==> src/rtl/jt12_pkg.sv <==
// Shared definitions for the JT12 register-write sequencer: FSM encoding,
// chip address-bit meanings and the optional command FIFO geometry.
package jt12_pkg;

  typedef enum logic [2:0] {
    ST_IDLE,
    ST_ASEL,
    ST_AGAP,
    ST_DSEL,
    ST_DGAP,
    ST_WBUSY
  } state_t;

  localparam logic ADDR_SEL  = 1'b0;
  localparam logic ADDR_DATA = 1'b1;

  localparam int FIFO_DEPTH = 4;

  // Field order gives the 17-bit {port,reg,val} word stored in the FIFO.
  typedef struct packed {
    logic       port;
    logic [7:0] rnum;
    logic [7:0] val;
  } cmd_t;

endpackage

==> src/rtl/jt12_wr_fifo.sv <==
// Small command FIFO holding {port,reg,val} words ahead of the write FSM.
// A push on a full FIFO is taken when a pop happens in the same cycle.
module jt12_wr_fifo
  import jt12_pkg::*;
(
  input  logic clk,
  input  logic rst,
  input  logic push,
  input  logic pop,
  input  cmd_t din,
  output cmd_t dout,
  output logic full,
  output logic empty
);

  localparam int PTR_W = $clog2(FIFO_DEPTH);

  cmd_t             mem [FIFO_DEPTH];
  logic [PTR_W-1:0] rd_ptr;
  logic [PTR_W-1:0] wr_ptr;
  logic [PTR_W:0]   count;
  logic             do_push;
  logic             do_pop;

  assign full    = (count == (PTR_W+1)'(FIFO_DEPTH));
  assign empty   = (count == '0);
  assign do_pop  = pop & ~empty;
  assign do_push = push & (~full | do_pop);
  assign dout    = mem[rd_ptr];

  always_ff @(posedge clk or posedge rst) begin
    if (rst) begin
      rd_ptr <= '0;
      wr_ptr <= '0;
      count  <= '0;
    end else begin
      if (do_push) wr_ptr <= wr_ptr + 1'b1;
      if (do_pop)  rd_ptr <= rd_ptr + 1'b1;
      case ({do_push, do_pop})
        2'b10:   count <= count + 1'b1;
        2'b01:   count <= count - 1'b1;
        default: ;
      endcase
    end
  end

  always_ff @(posedge clk) begin
    if (do_push) mem[wr_ptr] <= din;
  end

endmodule

==> src/rtl/jt12_wr_seq.sv <==
// Sequences host register writes into the JT12 two-strobe bus protocol.
// Build option: define JT12_WR_FIFO_EN to put a 4-entry command FIFO in front.
module jt12_wr_seq
  import jt12_pkg::*;
#(
  parameter int TOUT_W = 8,
  parameter int GAP    = 1
) (
  input  logic       clk,
  input  logic       rst,
  input  logic       cmd_valid,
  output logic       cmd_ready,
  input  logic       cmd_port,
  input  logic [7:0] cmd_reg,
  input  logic [7:0] cmd_val,
  output logic [7:0] dout,
  output logic [1:0] addr,
  output logic       write,
  input  logic       busy,
  output logic       idle,
  output logic       timeout,
  input  logic       tout_clr
);

  localparam logic [TOUT_W-1:0] GAP_LAST = TOUT_W'(GAP - 1);
  localparam logic [TOUT_W-1:0] CNT_MAX  = '1;
  localparam logic [TOUT_W-1:0] IGNORE_N = TOUT_W'(2);

  state_t            state;
  state_t            state_next;
  logic [TOUT_W-1:0] cnt;
  logic              cur_port;
  logic [7:0]        cur_val;
  cmd_t              head;
  logic              have_cmd;
  logic              q_empty;
  logic              take;
  logic              wait_exit;
  logic              tout_event;

`ifdef JT12_WR_FIFO_EN
  // With a queue the next command can start straight out of the busy wait.
  localparam bit CHAIN = 1'b1;
  logic fifo_full;
  logic fifo_empty;
  cmd_t in_cmd;

  assign in_cmd = {cmd_port, cmd_reg, cmd_val};

  jt12_wr_fifo u_fifo (
    .clk   (clk),
    .rst   (rst),
    .push  (cmd_valid & cmd_ready),
    .pop   (take),
    .din   (in_cmd),
    .dout  (head),
    .full  (fifo_full),
    .empty (fifo_empty)
  );

  assign cmd_ready = ~fifo_full;
  assign have_cmd  = ~fifo_empty;
  assign q_empty   = fifo_empty;
`else
  localparam bit CHAIN = 1'b0;
  assign head      = {cmd_port, cmd_reg, cmd_val};
  assign cmd_ready = (state == ST_IDLE);
  assign have_cmd  = cmd_valid;
  assign q_empty   = 1'b1;
`endif

  // The chip's busy flag lags the strobe, so the first two wait cycles ignore it.
  assign wait_exit  = ((cnt >= IGNORE_N) && !busy) || (cnt == CNT_MAX);
  assign tout_event = (state == ST_WBUSY) && busy && (cnt == CNT_MAX);

  always_ff @(posedge clk or posedge rst) begin
    if (rst) state <= ST_IDLE;
    else     state <= state_next;
  end

  always_comb begin
    state_next = state;
    take       = 1'b0;
    case (state)
      ST_IDLE:  if (have_cmd) begin
                  state_next = ST_ASEL;
                  take       = 1'b1;
                end
      ST_ASEL:  state_next = ST_AGAP;
      ST_AGAP:  if (cnt == GAP_LAST) state_next = ST_DSEL;
      ST_DSEL:  state_next = ST_DGAP;
      ST_DGAP:  if (cnt == GAP_LAST) state_next = ST_WBUSY;
      ST_WBUSY: if (wait_exit) begin
                  if (CHAIN && have_cmd) begin
                    state_next = ST_ASEL;
                    take       = 1'b1;
                  end else begin
                    state_next = ST_IDLE;
                  end
                end
      default:  state_next = ST_IDLE;
    endcase
  end

  always_comb begin
    write = 1'b0;
    idle  = 1'b0;
    case (state)
      ST_ASEL, ST_DSEL: write = 1'b1;
      ST_IDLE:          idle  = q_empty;
      default:          ;
    endcase
  end

  // One counter times both the strobe gaps and the busy wait; it restarts on every state change.
  always_ff @(posedge clk or posedge rst) begin
    if (rst)                                          cnt <= '0;
    else if (state_next != state || state == ST_IDLE) cnt <= '0;
    else                                              cnt <= cnt + 1'b1;
  end

  // Bus values load only on the edge that raises write, so they hold through each strobe.
  always_ff @(posedge clk or posedge rst) begin
    if (rst) begin
      addr     <= '0;
      dout     <= '0;
      cur_port <= 1'b0;
      cur_val  <= '0;
    end else if (take) begin
      addr     <= {head.port, ADDR_SEL};
      dout     <= head.rnum;
      cur_port <= head.port;
      cur_val  <= head.val;
    end else if (state == ST_AGAP && state_next == ST_DSEL) begin
      addr <= {cur_port, ADDR_DATA};
      dout <= cur_val;
    end
  end

  always_ff @(posedge clk or posedge rst) begin
    if (rst)             timeout <= 1'b0;
    else if (tout_event) timeout <= 1'b1;
    else if (tout_clr)   timeout <= 1'b0;
  end

endmodule

==> config.mk <==
export PLATFORM = sky130hd
export DESIGN_NAME = jt12_wr_seq
export DESIGN_NICKNAME = d
export VERILOG_FILES = /design/src/rtl/jt12_pkg.sv /design/src/rtl/jt12_wr_fifo.sv /design/src/rtl/jt12_wr_seq.sv
export SDC_FILE = /design/constraint.sdc
export NUM_CORES = 1
export LEC_CHECK = 0
export ABC_AREA = 1
export ABC_CLOCK_PERIOD_IN_PS = 1600
export BUFFER_PORTS_ARGS = -buffer_cell sky130_fd_sc_hd__buf_2
export CAP_MARGIN = 10
export CORE_AREA = 2 2 67 85
export CTS_CLUSTER_DIAMETER = 50
export DETAILED_ROUTE_END_ITERATION = 6
export DIE_AREA = 0 0 69 87
export PLACE_DENSITY = 0.51
export SKIP_CTS_REPAIR_TIMING = 1
export SLEW_MARGIN = 40
export SYNTH_ARGS = -nofsm -noshare
export SYNTH_HDL_FRONTEND = slang
export SYNTH_SLANG_ARGS = --single-unit
==> constraint.sdc <==
create_clock -name clk -period 1.6 [get_ports clk]
set_clock_uncertainty 0.15 [all_clocks]
set_input_delay 0.08 -clock clk [delete_from_list [all_inputs] [get_ports clk]]
set_output_delay 0.08 -clock clk [all_outputs]
set_load 0.02 [all_outputs]
* Yosys cells after proc, flatten, opt, wreduce, memory -nomap -nowiden
Index checks and enable logic that the tools add are counted.
Storage, ports and cells: flip-flop bits (word level) 31, input bits 22, output and inout bits 14
Operators by class: add/subtract/negate cells 1, order comparisons 1, eq/ne operators 8, multiplexer cells 16, reduce and logical (&&, ||, !) cells 12
Operator list (number):
- $mux W8 | 3
- $pmux W3 S6 | 1
- $mux W3 | 4
- $eq A3 B2 Y1 const B | 3
- $add A8 B1 Y8 const B | 1
- $eq A8 B8 Y1 const B | 1
- $ge A8 B2 Y1 const B | 1
- $logic_not A8 Y1 | 1
- $eq A3 B3 Y1 const B | 2
- $mux W1 | 6
- $logic_and A1 B1 Y1 | 4
- $mux W2 | 2
- $reduce_bool A2 Y1 | 2
- $eq A3 B1 Y1 const B | 1
- $logic_not A3 Y1 | 1
- $ne A3 B3 Y1 | 1
- $logic_or A1 B1 Y1 | 2
- $reduce_or A2 Y1 | 1
- $logic_not A1 Y1 | 1

* Longest topological paths before layout
word-level depth 9, depth in mapped cells 13

* Least setup slack after synthesis
Ideal clock, no wire load.
path kind register to register, start point register cnt[1], end point register cnt[3], setup time 0.121 ns, arrival 1.324 ns, setup slack 0.006 ns, stages on the path, launching flop included 11, clock period less this slack 1.594 ns, cells stage by stage dfrtp_1 > ha_1 > nand3_1 > nor2_1 > nand4_1 > nand2_2 > nand3_1 > nand2_1 > inv_2 > nand2_4 > nor2_2
Between the ends: longest elaborated chain between the ends 8, elaborated cells between the ends (all ways) 13
Ends and longest elaborated chain:
- from (decl) | RTL line jt12_wr_seq.sv:31 | logic [TOUT_W-1:0] cnt;
- from (signal assigned) | RTL line jt12_wr_seq.sv:119 | else cnt <= cnt + 1'b1;
- $ge A8 B2 Y1 | RTL line jt12_wr_seq.sv:73 | assign wait_exit = ((cnt >= IGNORE_N) && !busy) || (cnt == CNT_MAX);
- $logic_and A1 B1 Y1 | RTL line jt12_wr_seq.sv:73
- $logic_or A1 B1 Y1 | RTL line jt12_wr_seq.sv:73
- $mux W3 | RTL line jt12_wr_seq.sv:93 | ST_WBUSY: if (wait_exit) begin
- $pmux W3 S6 | RTL line jt12_wr_seq.sv:84 | case (state)
- $ne A3 B3 Y1 | RTL line jt12_wr_seq.sv:118 | else if (state_next != state || state == ST_IDLE) cnt <= '0;
- $logic_or A1 B1 Y1 | RTL line jt12_wr_seq.sv:118
- $mux W8 (*) | RTL line jt12_wr_seq.sv:118
Mark *: on every way between the ends. The rest lies on a longest branch, timed or not. A chain may end at the register's enable or synchronous reset.

* Worst setup path in the final report
start point register cnt[1], end point register cnt[2]
The elaborated chain is that of the path after synthesis.

==> impl_metrics.env <==
export IMPL_status="finished, violations left"
export IMPL_violations="setup timing"
export IMPL_drc_errors=0
export IMPL_ant_nets=0
export IMPL_insertedDiodeCount=0
export IMPL_power_density_nw_per_um2=1680
export IMPL_ios=36
export IMPL_worst_setup_path_start_kind="register"
export IMPL_clk_pin_slew_ns=0.07
export IMPL_fin_nets=276
export IMPL_yosys_warnings=0
export IMPL_core_rowCount=30
export IMPL_cts_htree_levels=2
export IMPL_cpMostUsedCell="nand3_2"
export IMPL_drtPass1Iterations=4
export IMPL_drv_slew=0
export IMPL_peakVddDrop_mv=0.956
export IMPL_period_share_pct=106
export IMPL_finalCriticalPeriod_ns=1.69
export IMPL_routed_via_density=4.39
export IMPL_yosys_area_top_type="dfrtp_1"
export IMPL_synth_distinct_cells=26
export IMPL_dp_cells=278
export IMPL_worstMarginPinSlew_ns=0.411
export IMPL_instances_no_fill=316
export IMPL_layout_common_cells="nand2_1 (35), buf_2 (33), dfrtp_1 (30), buf_4 (26)"
export IMPL_drv_cap=0
export IMPL_cts_tree="yes"
export IMPL_clk_latency_ns=0.28
export IMPL_fillers=532
export IMPL_clock_sinks=31
export IMPL_multiInputGateArea_um2=728
export IMPL_netlist_area_leader_share_pct=51.1
export IMPL_grt_max_degree=32
export IMPL_core_region_area_um2=5260
export IMPL_ys_async_sr_fraction_pct=100
export IMPL_max_slew_margin_pct=72.6
export IMPL_setup_ws_ns=-0.0912
export IMPL_cts_made_buffers=5
export IMPL_mostFrequentLayoutCell="nand2_1"
export IMPL_cp_end_kind="register"
export IMPL_wire_per_inst_um=12.1
export IMPL_preCtsSetupSlack_ns=-0.108
export IMPL_slowest_delay_ns=0.41
export IMPL_final_area_um2=2320
export IMPL_netlist_instances=167
export IMPL_drive_gt1_share_pct=40.9
export IMPL_wl_met3_um=170
export IMPL_cp_arrival_ns=1.70
export IMPL_syn_avg_cell_area_um2=9.10
export IMPL_num_vias=1386
export IMPL_crit_slowest_cell="dfrtp_1"
export IMPL_ys_ff_latch=31
export IMPL_finalHoldViolations=0
export IMPL_place_area_um2=1860
export IMPL_syn_nets=192
export IMPL_die_width_um=69
export IMPL_drt_iter0_drc=27
export IMPL_wl_met1_um=1540
export IMPL_grt_ovfl_total=0
export IMPL_grt_setup_unrepaired="true"
export IMPL_dieHeight_um=87
export IMPL_highest_layer="met4"
export IMPL_area_delta_synth_final_pct=52.6
export IMPL_grt_pass1_wl_um=5640
export IMPL_worstSetupPathType="reg2reg"
export IMPL_ys_top_cells_by_area="dfrtp_1 (51%), nand2_1 (8.9%), nand3_1 (7.9%), nor2_2 (4.5%), nor2_1 (3.7%)"
export IMPL_ys_seq_area_share_pct=51.1
export IMPL_power_leakage_nw=1.13
export IMPL_hold_path_class="in2reg"
export IMPL_die_area_um2=6000
export IMPL_antenna_found_initial=0
export IMPL_seq_area_um2=777
export IMPL_ctsRootBufferMaster="clkbuf_8"
export IMPL_wl_met2_um=2010
export IMPL_path_cells="ha_2 -> nand3_2 -> nor2_1 -> nand4_1 -> nand2_2 -> nand3_2 -> nand2_1 -> inv_2 -> nand2_8 -> nor2_2"
export IMPL_required_ns=1.61
export IMPL_grt_pass1_vias=1273
export IMPL_ys_dominant_reg_cell="dfrtp_1"
export IMPL_hpwl_um=2320
export IMPL_gp_congestion=0.719
export IMPL_grtUsageTotal_pct=11.8
export IMPL_cp_max_fo=8
export IMPL_initial_core_util_pct=28.9
export IMPL_synth_edff_count=0
export IMPL_synth_area_um2=1520
export IMPL_clock_path_buffers=2
export IMPL_clock_fmax_mhz=591
export IMPL_portBuffers=35
export IMPL_setup_viol=19
export IMPL_wirelength_um=3810
final cells by class:
type	count	share of cell area [%]
clock buffer	7	3.29
tap	64	3.46
inverter	12	2.05
clock inverter	1	0.216
multi-input combinational	119	31.4
timing repair buffer	82	26.0
sequential	31	33.5
power by group:
group | switching, mW | internal [mW]
Clock | 0.280 | 0.304
Combinational | 1.21 | 0.885
Sequential | 0.150 | 1.08
Total | 1.64 | 2.26
per-stage QoR:
stage               hold WS [ns]  setup TNS (ns)  power (mW)  util, %
floorplan                 0.0290               0        2.44        -
global placement          0.0341          -0.602        2.86     35.4
detailed placement        0.0381           -1.05        2.86     35.4
CTS                       -0.269           -1.39        3.46     37.0
global route              0.0909           -3.49        4.22     44.1
finish                    0.0743          -0.894        3.90     44.1
routing by layer:
layer,GRT usage [%],up-vias
met5,0,-
met2,19.2,34
met1,14.2,635
li1,-,711
met3,2.66,6
met4,7.49,0
registers in the layout (all words and copies together), names as in the netlist:
name / flops
addr: 2
cnt: 8
cur_port: 1
cur_val: 8
dout: 8
state: 3
timeout: 1
synth_stat cells (3+ instances only):
master / n
nand3_1: 24
ha_1: 3
inv_1: 9
xnor2_1: 3
xor2_1: 3
a31oi_1: 8
nand2_1: 36
dfrtp_1: 31
nand2_4: 3
nor2_1: 15
nor2_2: 11
worst max-delay path: cells and delay by family (launching register included):
| family | cells | cell delay [ns] |
|---|---|---|
| and+or+nand+nor | 8 | 0.74 |
| DFF | 1 | 0.41 |
| adders and majority gates | 1 | 0.21 |
| buffers and inverters | 1 | 0.06 |
cells by family (layout without fill, tap and decap cells):
| logic type | Yosys count | in the layout | share of synthesized area [%] |
|---|---|---|---|
| simple gates | 95 | 97 | 29.9 |
| buf+inv | 19 | 102 | 6.75 |
| mux | 1 | 1 | 0.988 |
| xor+xnor | 6 | 6 | 3.46 |
| fa+ha+maj | 3 | 3 | 2.47 |
| flops | 31 | 31 | 51.1 |
| compound gates | 12 | 12 | 5.35 |
final timing paths:
check                      cells past startpoint       start  slack [ns]    endpoint
setup / recovery                              10      cnt[1]       -0.09      cnt[2]
setup reg to reg                              10      cnt[1]       -0.09      cnt[2]
min in group asynchronous                      4         rst        0.27     dout[7]
hold reg to reg                                2  cur_val[7]        0.32  cur_val[7]
max in group asynchronous                      4         rst        0.71    state[2]
hold / removal                                 3   cmd_valid        0.07    state[0]
(Power assumes the default switching activity.)
